<file path="src/rtl/axi_arb_pkg.sv">
// Shared definitions for the AXI write/read arbiters:
// the idle byte-enable code and the arbiter state encoding.
`default_nettype none

package axi_arb_pkg;

  localparam logic [3:0] WRITE_NONE = 4'b1111;

  typedef enum logic {
    ARB_IDLE = 1'b0,
    ARB_BUSY = 1'b1
  } arb_state_t;

endpackage

`default_nettype wire

</file>
<file path="src/rtl/rr_pick.sv">
// Combinational round-robin picker: the winner is the first pending index
// at or after rr_ptr, wrapping modulo NREQ.
`default_nettype none

module rr_pick #(
  parameter  int NREQ = 2,
  localparam int GW   = $clog2(NREQ)
) (
  input  logic [NREQ-1:0] pending,
  input  logic [GW-1:0]   rr_ptr,
  output logic            any_valid,
  output logic [GW-1:0]   winner
);

  logic [GW:0] idx;

  // Walk offsets from farthest to nearest so the nearest pending index wins.
  always_comb begin
    any_valid = |pending;
    winner    = '0;
    idx       = '0;
    for (int k = NREQ - 1; k >= 0; k--) begin
      idx = {1'b0, rr_ptr} + (GW + 1)'(k);
      if (idx >= (GW + 1)'(NREQ)) begin
        idx = idx - (GW + 1)'(NREQ);
      end
      if (pending[idx[GW-1:0]]) begin
        winner = idx[GW-1:0];
      end
    end
  end

endmodule

`default_nettype wire

</file>
<file path="src/rtl/axi_write_arbiter.sv">
// Round-robin arbiter sharing one AXI write master between NREQ requesters;
// the granted request is registered and held until the master drops stall.
`default_nettype none

module axi_write_arbiter
  import axi_arb_pkg::*;
#(
  parameter  int NREQ = 2,
  localparam int GW   = $clog2(NREQ)
) (
  input  logic             clk,
  input  logic             rst,
  input  logic [NREQ*32-1:0] req_address,
  input  logic [NREQ*4-1:0]  req_write,
  input  logic [NREQ*32-1:0] req_data,
  output logic [NREQ-1:0]  req_stall,
  output logic [31:0]      m_address,
  output logic [3:0]       m_write,
  output logic [31:0]      m_data,
  input  logic             m_stall,
  output logic [GW-1:0]    grant_id,
  output logic             busy
);

  arb_state_t      state;
  logic [GW-1:0]   rr_ptr;
  logic [GW-1:0]   winner;
  logic [GW-1:0]   next_ptr;
  logic [NREQ-1:0] pending;
  logic            any_valid;
  logic            done;

  logic [31:0]     cap_address;
  logic [3:0]      cap_write;
  logic [31:0]     cap_data;
  logic [31:0]     sel_address;
  logic [3:0]      sel_write;
  logic [31:0]     sel_data;

  for (genvar i = 0; i < NREQ; i++) begin : g_pending
    assign pending[i]   = (req_write[4*i +: 4] != WRITE_NONE);
    assign req_stall[i] = pending[i] && !(done && (grant_id == GW'(i)));
  end

  rr_pick #(
    .NREQ(NREQ)
  ) u_pick (
    .pending  (pending),
    .rr_ptr   (rr_ptr),
    .any_valid(any_valid),
    .winner   (winner)
  );

  always_comb begin
    sel_address = '0;
    sel_write   = WRITE_NONE;
    sel_data    = '0;
    for (int i = 0; i < NREQ; i++) begin
      if (winner == GW'(i)) begin
        sel_address = req_address[32*i +: 32];
        sel_write   = req_write[4*i +: 4];
        sel_data    = req_data[32*i +: 32];
      end
    end
  end

  assign done = (state == ARB_BUSY) && !m_stall;

  // Explicit compare keeps the wrap correct for non-power-of-two NREQ.
  assign next_ptr = (grant_id == GW'(NREQ - 1)) ? '0 : grant_id + GW'(1);

  always_ff @(posedge clk or negedge rst) begin
    if (!rst) begin
      state       <= ARB_IDLE;
      rr_ptr      <= '0;
      grant_id    <= '0;
      cap_address <= '0;
      cap_write   <= WRITE_NONE;
      cap_data    <= '0;
    end else if (state == ARB_IDLE) begin
      if (any_valid) begin
        cap_address <= sel_address;
        cap_write   <= sel_write;
        cap_data    <= sel_data;
        grant_id    <= winner;
        state       <= ARB_BUSY;
      end
    end else begin
      if (!m_stall) begin
        rr_ptr <= next_ptr;
        state  <= ARB_IDLE;
      end
    end
  end

  // The IDLE bubble keeps the master from reissuing the finished request.
  assign m_write   = (state == ARB_BUSY) ? cap_write : WRITE_NONE;
  assign m_address = cap_address;
  assign m_data    = cap_data;
  assign busy      = (state == ARB_BUSY);

endmodule

`default_nettype wire

</file>
<file path="config.mk">
export PLATFORM = sky130hd
export DESIGN_NAME = axi_write_arbiter
export DESIGN_NICKNAME = d
export VERILOG_FILES = /design/src/rtl/axi_arb_pkg.sv /design/src/rtl/rr_pick.sv /design/src/rtl/axi_write_arbiter.sv
export SDC_FILE = /design/constraint.sdc
export NUM_CORES = 1
export LEC_CHECK = 0
export ABC_CLOCK_PERIOD_IN_PS = 1800
export BUFFER_PORTS_ARGS = -buffer_cell sky130_fd_sc_hd__buf_4
export CORE_UTILIZATION = 40
export CTS_BUF_LIST = sky130_fd_sc_hd__clkbuf_16
export DETAILED_ROUTE_END_ITERATION = 16
export PLACE_DENSITY_LB_ADDON = 0.12
export SLEW_MARGIN = 40
export SYNTH_ARGS = -nofsm -noshare
export SYNTH_HDL_FRONTEND = slang
export SYNTH_SLANG_ARGS = --single-unit
</file>
<file path="constraint.sdc">
create_clock -name clk -period 1.8 [get_ports clk]
set_input_delay 0.27 -clock clk [delete_from_list [all_inputs] [get_ports clk]]
set_output_delay 0.27 -clock clk [all_outputs]
set_load 0.01 [all_outputs]
</file>
==> impl_metrics.yaml, run 1 <==
floorplan:
  die_w_um: 97.2
  initial_utilization: 0.414
  row_count: 34
  die-area_um2: 9450
  die_h_um: 97.2
  ios: 211
  core_area_um2: 8760
yosys:
  syn_nets: 529
  synth_cell_type_count: 26
  post-synth-top-area-cell: "dfrtp_1"
  netlist_area_um2: 3630
  yosysWarnings: 0
  synth.avg_cell_area_um2: 9.30
  ys_seq_area_frac: 0.491
  yosys-top-cells-area: "dfrtp_1 46%, a21oi_2 12%, a21oi_1 11%"
  synth_top_area_share: 0.462
  synthCells: 390
  synth_seq_cells: 71
route:
  drt_pre_antenna_iters: 4
  ant_nets: 0
  first_iter_violations: 103
  drt_wl_total_um: 10500
  drt-wirelength-per-cell_um: 15.0
  avgViaCountPerCell: 5.05
  drcViolationCount: 0
  num_vias: 3557
layout:
  syn_to_final_growth_pct: 53.9
  register_area_um2: 1780
  multiInputGateArea_um2: 1610
  drive_gt1_frac: 0.541
  final_cell_mix: "212 x buf_4, 81 x a21oi_1, 66 x nor2_1, 66 x dfrtp_1, 49 x a21oi_2"
  num_antenna_cells: 0
  fill_cells: 764
  nets: 731
  final_cell_area_um2: 5580
  final_common_cell: "buf_4"
sta:
  timing.final.crit_share: 0.908
  finalSetupTns_ns: 0
  max_freq_mhz: 612
  worstMarginPinSlew_ns: 0.492
  fin_skew_ns: 0.00580
  finalSetupViolCount: 0
  hold_viol: 0
  finalMaxSlewViolations: 0
  fin_ws_ns: 0.166
  fin_crit_ns: 1.63
  rsz0062_at_grt: "false"
  slew-limit-headroom: 0.672
critical_path:
  critPathBufInv: 2
  cp_max_fo: 7
  rrSetupSlack_ns: 0.32
  cp-end-kind: "output port"
  slowest_delay_ns: 0.43
  r2r_start: "rr_ptr"
  cp.arrival_ns: 1.36
  reg2reg_depth: 5
  path_class: "reg -> out"
  start_kind: "register"
  crit_family: "flip-flops"
  reg2reg_to: "m_data[27]"
  path_cells: "inv_1 -> o31a_1 -> buf_4"
  required_ns: 1.53
  slowest_stage: "dfrtp_2"
hold_path:
  hp-start: "req_data[22]"
  holdPathStages: 3
  hp-class: "in -> reg"
  hold_end: "m_data[22]"
run_status:
  status: "completed"
clock_network:
  clockRootBuffer: "clkbuf_16"
  cts_tree: "built"
  cts_buffer_depth: 2
  postCtsSetupBuffers: 0
  cts_sinks: 71
  clk_latency_ns: 0.32
  clk_pin_slew_ns: 0.06
  cts_buffers: 9
  htreeDepth: 3
placed_design:
  place_hpwl_um: 7410
  portBuffers: 210
  dpl_cell_area_um2: 5260
  place_ws_ns: 0.317
  gp_congestion: 0.801
global_routing:
  overflow: 0
  grt_pass1_wl_um: 17500
  grt_max_degree: 45
  track_usage: 0.230
  antenna_found_initial: 0
  grt_pass1_vias: 3536
pwr:
  leakage_nw: 2.57
  peakVddDrop_v: 0.000561
  p_per_area_nw_per_um2: 1100
job:
  max-cap-violations: 0
[worst reg2reg max path, delay by kind of cell (launching register included)]
kind / cells / cell delay (ns)
simple gates: 2 / 0.30
compound gates: 2 / 0.46
buf+inv: 1 / 0.22
flops: 1 / 0.42
[layout make-up]
class	count	share of cell area
Clock buffer	9	0.0403
Multi-Input combinational cell	289	0.289
Clock inverter	7	0.0146
Sequential cell	71	0.319
Tap cell	108	0.0242
Timing Repair Buffer	220	0.312
Inverter	1	0.000672
[synth_stat cells]
library cell	number
nor2_4	1
o21ai_1	1
o31a_1	1
nand4_2	1
o21a_1	1
or2_4	1
and4_1	1
buf_2	14
a21oi_1	81
dfrtp_1	67
nor3_1	1
a41oi_4	1
dfstp_2	4
nand4_1	1
o22ai_1	4
o21ai_0	4
nand2b_1	4
nand2_2	29
buf_4	8
buf_12	4
buf_6	3
inv_1	1
nor2_1	67
a21oi_2	49
o21ai_2	1
nand2_1	40
[sequential cells by signal, summed over array words and instances (netlist names)]
name / flops
grant_id: 1
m_data: 32
m_address: 32
cap_write: 4
busy: 1
rr_ptr: 1
[cells by family after synthesis]
| kind of cell | count (synthesis) | share of synthesized area |
|---|---|---|
| buf+inv | 30 | 0.0683 |
| flops | 71 | 0.491 |
| compound gates | 143 | 0.258 |
| simple gates | 146 | 0.182 |
[stage by stage]
step / hold WS [ns] / util / power, mW / std cells
after floorplan: -0.0256 / - / 3.35 / 390
after global placement: 0.263 / 0.601 / 4.30 / 688
after detailed placement: 0.269 / 0.601 / 4.35 / 688
after CTS: 0.170 / 0.637 / 6.20 / 705
after global routing: 0.173 / 0.637 / 6.48 / 705
final: 0.177 / 0.637 / 6.12 / 705
[repair_timing]
item / 4_1_cts / 5_1_grt
endpoints found under the hold margin: 35 / 0
hold buffers: 1 / 0
gates resized for setup: 0 / 2
endpoints found under the setup margin: 0 / 1
[worst max path at each step]
| stage | end | slack, ns | cells past startpoint | start |
|---|---|---|---|---|
| floorplan | m_data[10] | 0.45 | 6 | rr_ptr |
| global route | req_stall[1] | 0.07 | 4 | busy |
| global placement | m_address[21] | 0.34 | 6 | req_write[2] |
| detailed placement | m_data[27] | 0.32 | 6 | req_write[2] |
| CTS | req_stall[1] | 0.04 | 4 | busy |
| finish | req_stall[0] | 0.17 | 3 | busy |
[where the power goes]
| part | switching, mW | internal (mW) | total, mW | leakage (nW) |
|---|---|---|---|---|
| clock | 0.638 | 1.19 | 1.83 | 0.163 |
| sequential | 0.194 | 1.96 | 2.15 | 0.789 |
| combinational | 1.09 | 1.05 | 2.14 | 1.62 |
| total | 1.92 | 4.20 | 6.12 | 2.57 |
[routing by layer]
layer | global-route usage | share of wire | wire (um) | vias to the layer above
li1 | - | - | - | 1716
met1 | 0.307 | 0.44 | 4610 | 1677
met2 | 0.369 | 0.49 | 5130 | 148
met3 | 0.0518 | 0.056 | 590 | 16
met4 | 0.0814 | 0.020 | 216 | 0
met5 | 0 | 0 | 0 | -
No activity file was read; power rests on OpenSTA's default activity.
==> run 2: changes to the inputs <==
--- a/config.mk
+++ b/config.mk
@@ -10,6 +10,7 @@
 export CORE_UTILIZATION = 40
 export CTS_BUF_LIST = sky130_fd_sc_hd__clkbuf_16
 export DETAILED_ROUTE_END_ITERATION = 16
+export GPL_TIMING_DRIVEN = 0
 export PLACE_DENSITY_LB_ADDON = 0.12
 export SLEW_MARGIN = 40
 export SYNTH_ARGS = -nofsm -noshare
==> run 2 against run 1 <==
Against the previous run: sequential power barely moved; final area rose by 0.54%; die area did not move; power fell by 3.5%; critical path depth rose by 1; core utilization rose by 0.34 points; clock-buffer cell count did not move; critical endpoint is now req_stall[1]; largest power group is now combinational logic; highest routed layer unchanged.
==> impl_metrics.yaml, run 2 (synthesis gave the netlist of run 1 again) <==
global_routing:
  top_usage_layer: "met2"
  use_met1: 0.284
  grt_pass1_wl_um: 17100
  use_met3: 0.0640
  use_met2: 0.372
  grt_max_degree: 72
  track_usage: 0.225
  antenna_found_initial: 0
  grt_pass1_vias: 3559
  overflow: 0
sta:
  fin_skew_ns: 0.00681
  finalSetupTns_ns: 0
  finalSetupViolCount: 0
  slew-limit-headroom: 0.559
  hold_viol: 0
  finalMaxSlewViolations: 0
  worstMarginPinSlew_ns: 0.661
  timing.final.crit_share: 0.899
  rsz0062_at_grt: "false"
  holdWs_ns: 0.182
  fin_crit_ns: 1.62
  max_freq_mhz: 618
route:
  ant_nets: 0
  drcViolationCount: 0
  avgViaCountPerCell: 4.86
  drt-wirelength-per-cell_um: 14.6
  first_iter_violations: 77
  drt_wl_total_um: 10600
  num_vias: 3522
  drt_pre_antenna_iters: 4
critical_path:
  path_class: "reg -> out"
  required_ns: 1.53
  cp_max_fo: 7
  r2r_start: "rr_ptr"
  start_kind: "register"
  cp-end-kind: "output port"
  reg2reg_to: "m_data[6]"
  reg2reg_depth: 6
  rrSetupSlack_ns: 0.28
  cp.arrival_ns: 1.35
layout:
  final_common_cell: "buf_4"
  syn_to_final_growth_pct: 54.7
  final_cell_area_um2: 5610
  nets: 751
  fill_cells: 789
  drive_gt1_frac: 0.551
  final_cell_mix: "217 x buf_4, 81 x a21oi_1, 67 x nor2_1"
  postLayoutCoreUtil: 0.640
  num_antenna_cells: 0
job:
  max-cap-violations: 0
clock_network:
  htreeDepth: 3
  clk_latency_ns: 0.32
  clockRootBuffer: "clkbuf_16"
  cts_tree: "built"
  postCtsSetupBuffers: 0
  cts_buffers: 9
  clk_pin_slew_ns: 0.06
  cts_buffer_depth: 2
  cts_sinks: 71
pwr:
  p_per_area_nw_per_um2: 1050
  clockPowerShare: 0.262
  combPwrFrac: 0.374
  peakVddDrop_v: 0.000470
  netSwitchingPower_mw: 1.93
  leakage_nw: 2.61
  switching_share: 0.327
  p_int_mw: 3.98
  seqPwrFrac: 0.364
floorplan:
  core_area_um2: 8760
  initial_utilization: 0.414
  die_w_um: 97.2
  die_h_um: 97.2
  ios: 211
  die-area_um2: 9450
  row_count: 34
placed_design:
  portBuffers: 210
  place_hpwl_um: 7810
  dpl_cell_area_um2: 5340
  gp_congestion: 0.765
hold_path:
  holdPathStages: 3
  hp-class: "in -> reg"
  hp-start: "req_data[4]"
  hold_end: "m_data[4]"
run_status:
  status: "completed"
## run 2: cell types whose count changed in the layout (fill, tap and decap cells not counted)
cell and delta:
o21ai_4 -1, buf_12 -3, nor2_2 -1, buf_2 +14
buf_4 +5, bufinv_16 -2, clkinvlp_4 +1, buf_6 +4
o21a_2 -1, nor2_1 +1, clkinv_2 +1, o21ai_1 +1
o21a_1 +1
## run 2: per-layer routing
layer | wire length (um) | vias up
li1 | - | 1756
met1 | 4530 | 1605
met2 | 5130 | 147
met3 | 782 | 14
met4 | 152 | 0
met5 | 0 | -
## run 2: power groups by stage
stage / sequential [mW] / clock (mW) / combinational (mW)
floorplan: 2.32 / 0 / 1.03
global placement: 2.16 / 0 / 2.20
detailed placement: 2.18 / 0 / 2.24
CTS: 2.15 / 1.58 / 2.25
global route: 2.20 / 1.67 / 2.41
finish: 2.15 / 1.55 / 2.21
## run 2: how the worst max path moves through the flow
stage | from | end | depth (start not counted)
after floorplan | rr_ptr | m_data[10] | 6
after global placement | req_write[2] | m_data[6] | 7
after detailed placement | req_write[2] | m_data[6] | 7
after CTS | busy | req_stall[1] | 4
after global routing | busy | req_stall[1] | 4
final | busy | req_stall[1] | 4
## run 2: what timing repair did
| action | CTS | global route |
|---|---|---|
| gates resized for setup | 0 | 1 |
| hold buffers | 1 | 0 |
| endpoints found under the setup margin | 0 | 1 |
| hold endpoints to repair | 31 | 0 |
## run 2: cell type report
cell class                      count  area [um^2]  share of cell area
Buffer                             29          244              0.0435
Clock inverter                      7         33.8             0.00602
Inverter                            1         3.75            0.000669
Clock buffer                        9          225              0.0401
Sequential cell                    71         1780               0.318
Multi-Input combinational cell    289         1600               0.285
Tap cell                          108          135              0.0241
Timing Repair Buffer              211         1590               0.283
## run 2: worst max-delay path, cell delays in order (launching register included)
cell and delay, ns:
dfrtp_2 0.43, inv_1 0.10, nor2_1 0.23, a21oi_1 0.11, buf_4 0.15
## run 2: through the flow
stage	setup WS, ns	instances	total power [mW]
final	0.183	725	5.91
after global routing	0.0771	725	6.28
after CTS	0.108	725	5.98
after detailed placement	0.236	708	4.42
after global placement	0.257	708	4.36
after floorplan	0.454	390	3.35
==> run 3: changes to the inputs <==
--- a/config.mk
+++ b/config.mk
@@ -5,13 +5,14 @@
 export SDC_FILE = /design/constraint.sdc
 export NUM_CORES = 1
 export LEC_CHECK = 0
-export ABC_CLOCK_PERIOD_IN_PS = 1800
+export ABC_CLOCK_PERIOD_IN_PS = 1350
 export BUFFER_PORTS_ARGS = -buffer_cell sky130_fd_sc_hd__buf_4
 export CORE_UTILIZATION = 40
 export CTS_BUF_LIST = sky130_fd_sc_hd__clkbuf_16
 export DETAILED_ROUTE_END_ITERATION = 16
 export GPL_TIMING_DRIVEN = 0
 export PLACE_DENSITY_LB_ADDON = 0.12
+export REMOVE_ABC_BUFFERS = 1
 export SLEW_MARGIN = 40
 export SYNTH_ARGS = -nofsm -noshare
 export SYNTH_HDL_FRONTEND = slang
==> constraint.sdc (replaced) <==
create_clock -name clk -period 1.35 [get_ports clk]
set_input_delay 0.2025 -clock clk [delete_from_list [all_inputs] [get_ports clk]]
set_output_delay 0.2025 -clock clk [all_outputs]
set_load 0.01 [all_outputs]
==> run 3 against run 2 <==
Against the previous run: the flow now finishes with violations (negative setup slack); setup slack got worse by 0.25 ns; die area did not move; sequential cell count did not move; first-iteration DRC count rose by 25%; sequential share of layout area fell by 2.5 points; hold slack got worse by 0.074 ns; critical path type is now reg -> reg; largest cell class unchanged; largest power group unchanged.
==> impl_metrics.yaml, run 3 (synthesis gave the netlist of run 1 again) <==
run_status:
  violations: "negative setup slack"
  status: "finished, violations left"
pwr:
  p_per_area_nw_per_um2: 1440
  peakVddDrop_v: 0.000807
  leakage_nw: 2.73
route:
  ant_nets: 0
  drt_pre_antenna_iters: 4
  drcViolationCount: 0
  avgViaCountPerCell: 5.18
  num_vias: 3737
  drt_wl_total_um: 12000
  drt-wirelength-per-cell_um: 16.6
  first_iter_violations: 96
sta:
  fin_skew_ns: 0.0110
  hold_viol: 0
  slew-limit-headroom: 0.543
  rsz0062_at_grt: "true"
  worstMarginPinSlew_ns: 0.686
  fin_ws_ns: -0.0673
  finalSetupViolCount: 35
  timing.final.crit_share: 1.05
  finalMaxSlewViolations: 0
  fin_crit_ns: 1.42
  max_freq_mhz: 706
critical_path:
  path_class: "reg -> reg"
  slowest_stage: "dfrtp_1"
  cp-end-kind: "register"
  cp.arrival_ns: 1.63
  crit_top_cell: "a21oi_2"
  slowest_delay_ns: 0.40
  critPathBufInv: 2
  path_cells: "a41oi_4 -> nor2_4 -> buf_6 -> buf_12 -> a21oi_2 -> a21oi_2"
  required_ns: 1.56
  crit_family: "compound AO/OA/AOI/OAI gates"
  start_kind: "register"
  cp_max_fo: 16
floorplan:
  core_area_um2: 8760
  die_w_um: 97.2
  initial_utilization: 0.414
  row_count: 34
  ios: 211
  die-area_um2: 9450
  die_h_um: 97.2
global_routing:
  antenna_found_initial: 0
  grt_pass1_vias: 3768
  overflow: 0
  track_usage: 0.251
  grt_max_degree: 72
  grt_pass1_wl_um: 18800
hold_path:
  hp-class: "in -> reg"
placed_design:
  place_hpwl_um: 7440
  gp_congestion: 0.769
  portBuffers: 210
  place_ws_ns: -0.464
  post-place-cells: 688
clock_network:
  cts_tree: "built"
  htreeDepth: 3
  cts_buffers: 9
  clk_pin_slew_ns: 0.06
  clockRootBuffer: "clkbuf_16"
  cts_sinks: 71
  cts_buffer_depth: 2
  clk_latency_ns: 0.33
layout:
  syn_to_final_growth_pct: 67.9
  final_cell_mix: "216 x buf_4, 80 x a21oi_2, 66 x nor2_1, 66 x dfrtp_1, 42 x a21oi_1"
  final_cells: 721
  drive_gt1_frac: 0.630
  final_common_cell: "buf_4"
  num_antenna_cells: 0
  nets: 747
job:
  max-cap-violations: 0
## run 3: final timing paths
check                        startpoint       endpoint  slack [ns]  cells after the start
setup / recovery                 rr_ptr  m_address[17]       -0.07                      6
hold / removal              req_data[1]      m_data[1]        0.11                      3
setup reg to reg                 rr_ptr  m_address[17]       -0.07                      6
hold reg to reg            cap_write[0]   cap_write[0]        0.48                      2
max in group asynchronous           rst           busy        0.38                      2
min in group asynchronous           rst  m_address[29]        0.45                      2
## run 3: what timing repair did
item                                   4_1_cts  5_1_grt
pin swaps                                    7       12
setup endpoints to repair                   70       67
setup buffers                               11        1
endpoints found under the hold margin       67        0
resized for setup                           44       29
cloned                                       4        1
hold buffers                                 1        0
## run 3: power breakdown
group          total [mW]  internal (mW)  switching, mW
sequential           2.87           2.61          0.265
clock                2.46           1.59          0.868
combinational        3.45           1.73           1.71
total                8.78           5.93           2.85
## run 3: cell type report
| type | instances | area (um^2) |
|---|---|---|
| repair buffers | 234 | 1970 |
| clock inverters | 7 | 81.3 |
| multi-input cells | 291 | 1890 |
| well taps | 108 | 135 |
| fillers | 694 | 2670 |
| flip-flops and latches | 71 | 1780 |
| inverters | 1 | 6.26 |
| clock buffers | 9 | 225 |
## run 3: routing by layer
| metal | routed length, um | up-vias | GRT usage |
|---|---|---|---|
| li1 | - | 1754 | - |
| met5 | 0 | - | 0 |
| met3 | 881 | 21 | 0.0683 |
| met4 | 274 | 0 | 0.0916 |
| met2 | 5950 | 171 | 0.412 |
| met1 | 4860 | 1791 | 0.318 |
## run 3: stage by stage
stage | utilization | setup TNS (ns) | cell area [um^2] | total power, mW | hold WS, ns
floorplan | - | -126.72 | 3380 | 4.23 | -0.0931
global placement | 0.581 | -254.03 | 5090 | 5.60 | 0.405
detailed placement | 0.603 | -21.54 | 5290 | 5.81 | 0.269
CTS | 0.677 | -0.174 | 5930 | 8.68 | 0.102
global route | 0.695 | -4.06 | 6090 | 9.23 | 0.0983
finish | 0.695 | -0.547 | 6090 | 8.78 | 0.108
## run 3: worst min-delay path: stages
cell and delay [ns]:
buf_4 0.11, nand2_2 0.05, a21oi_2 0.04
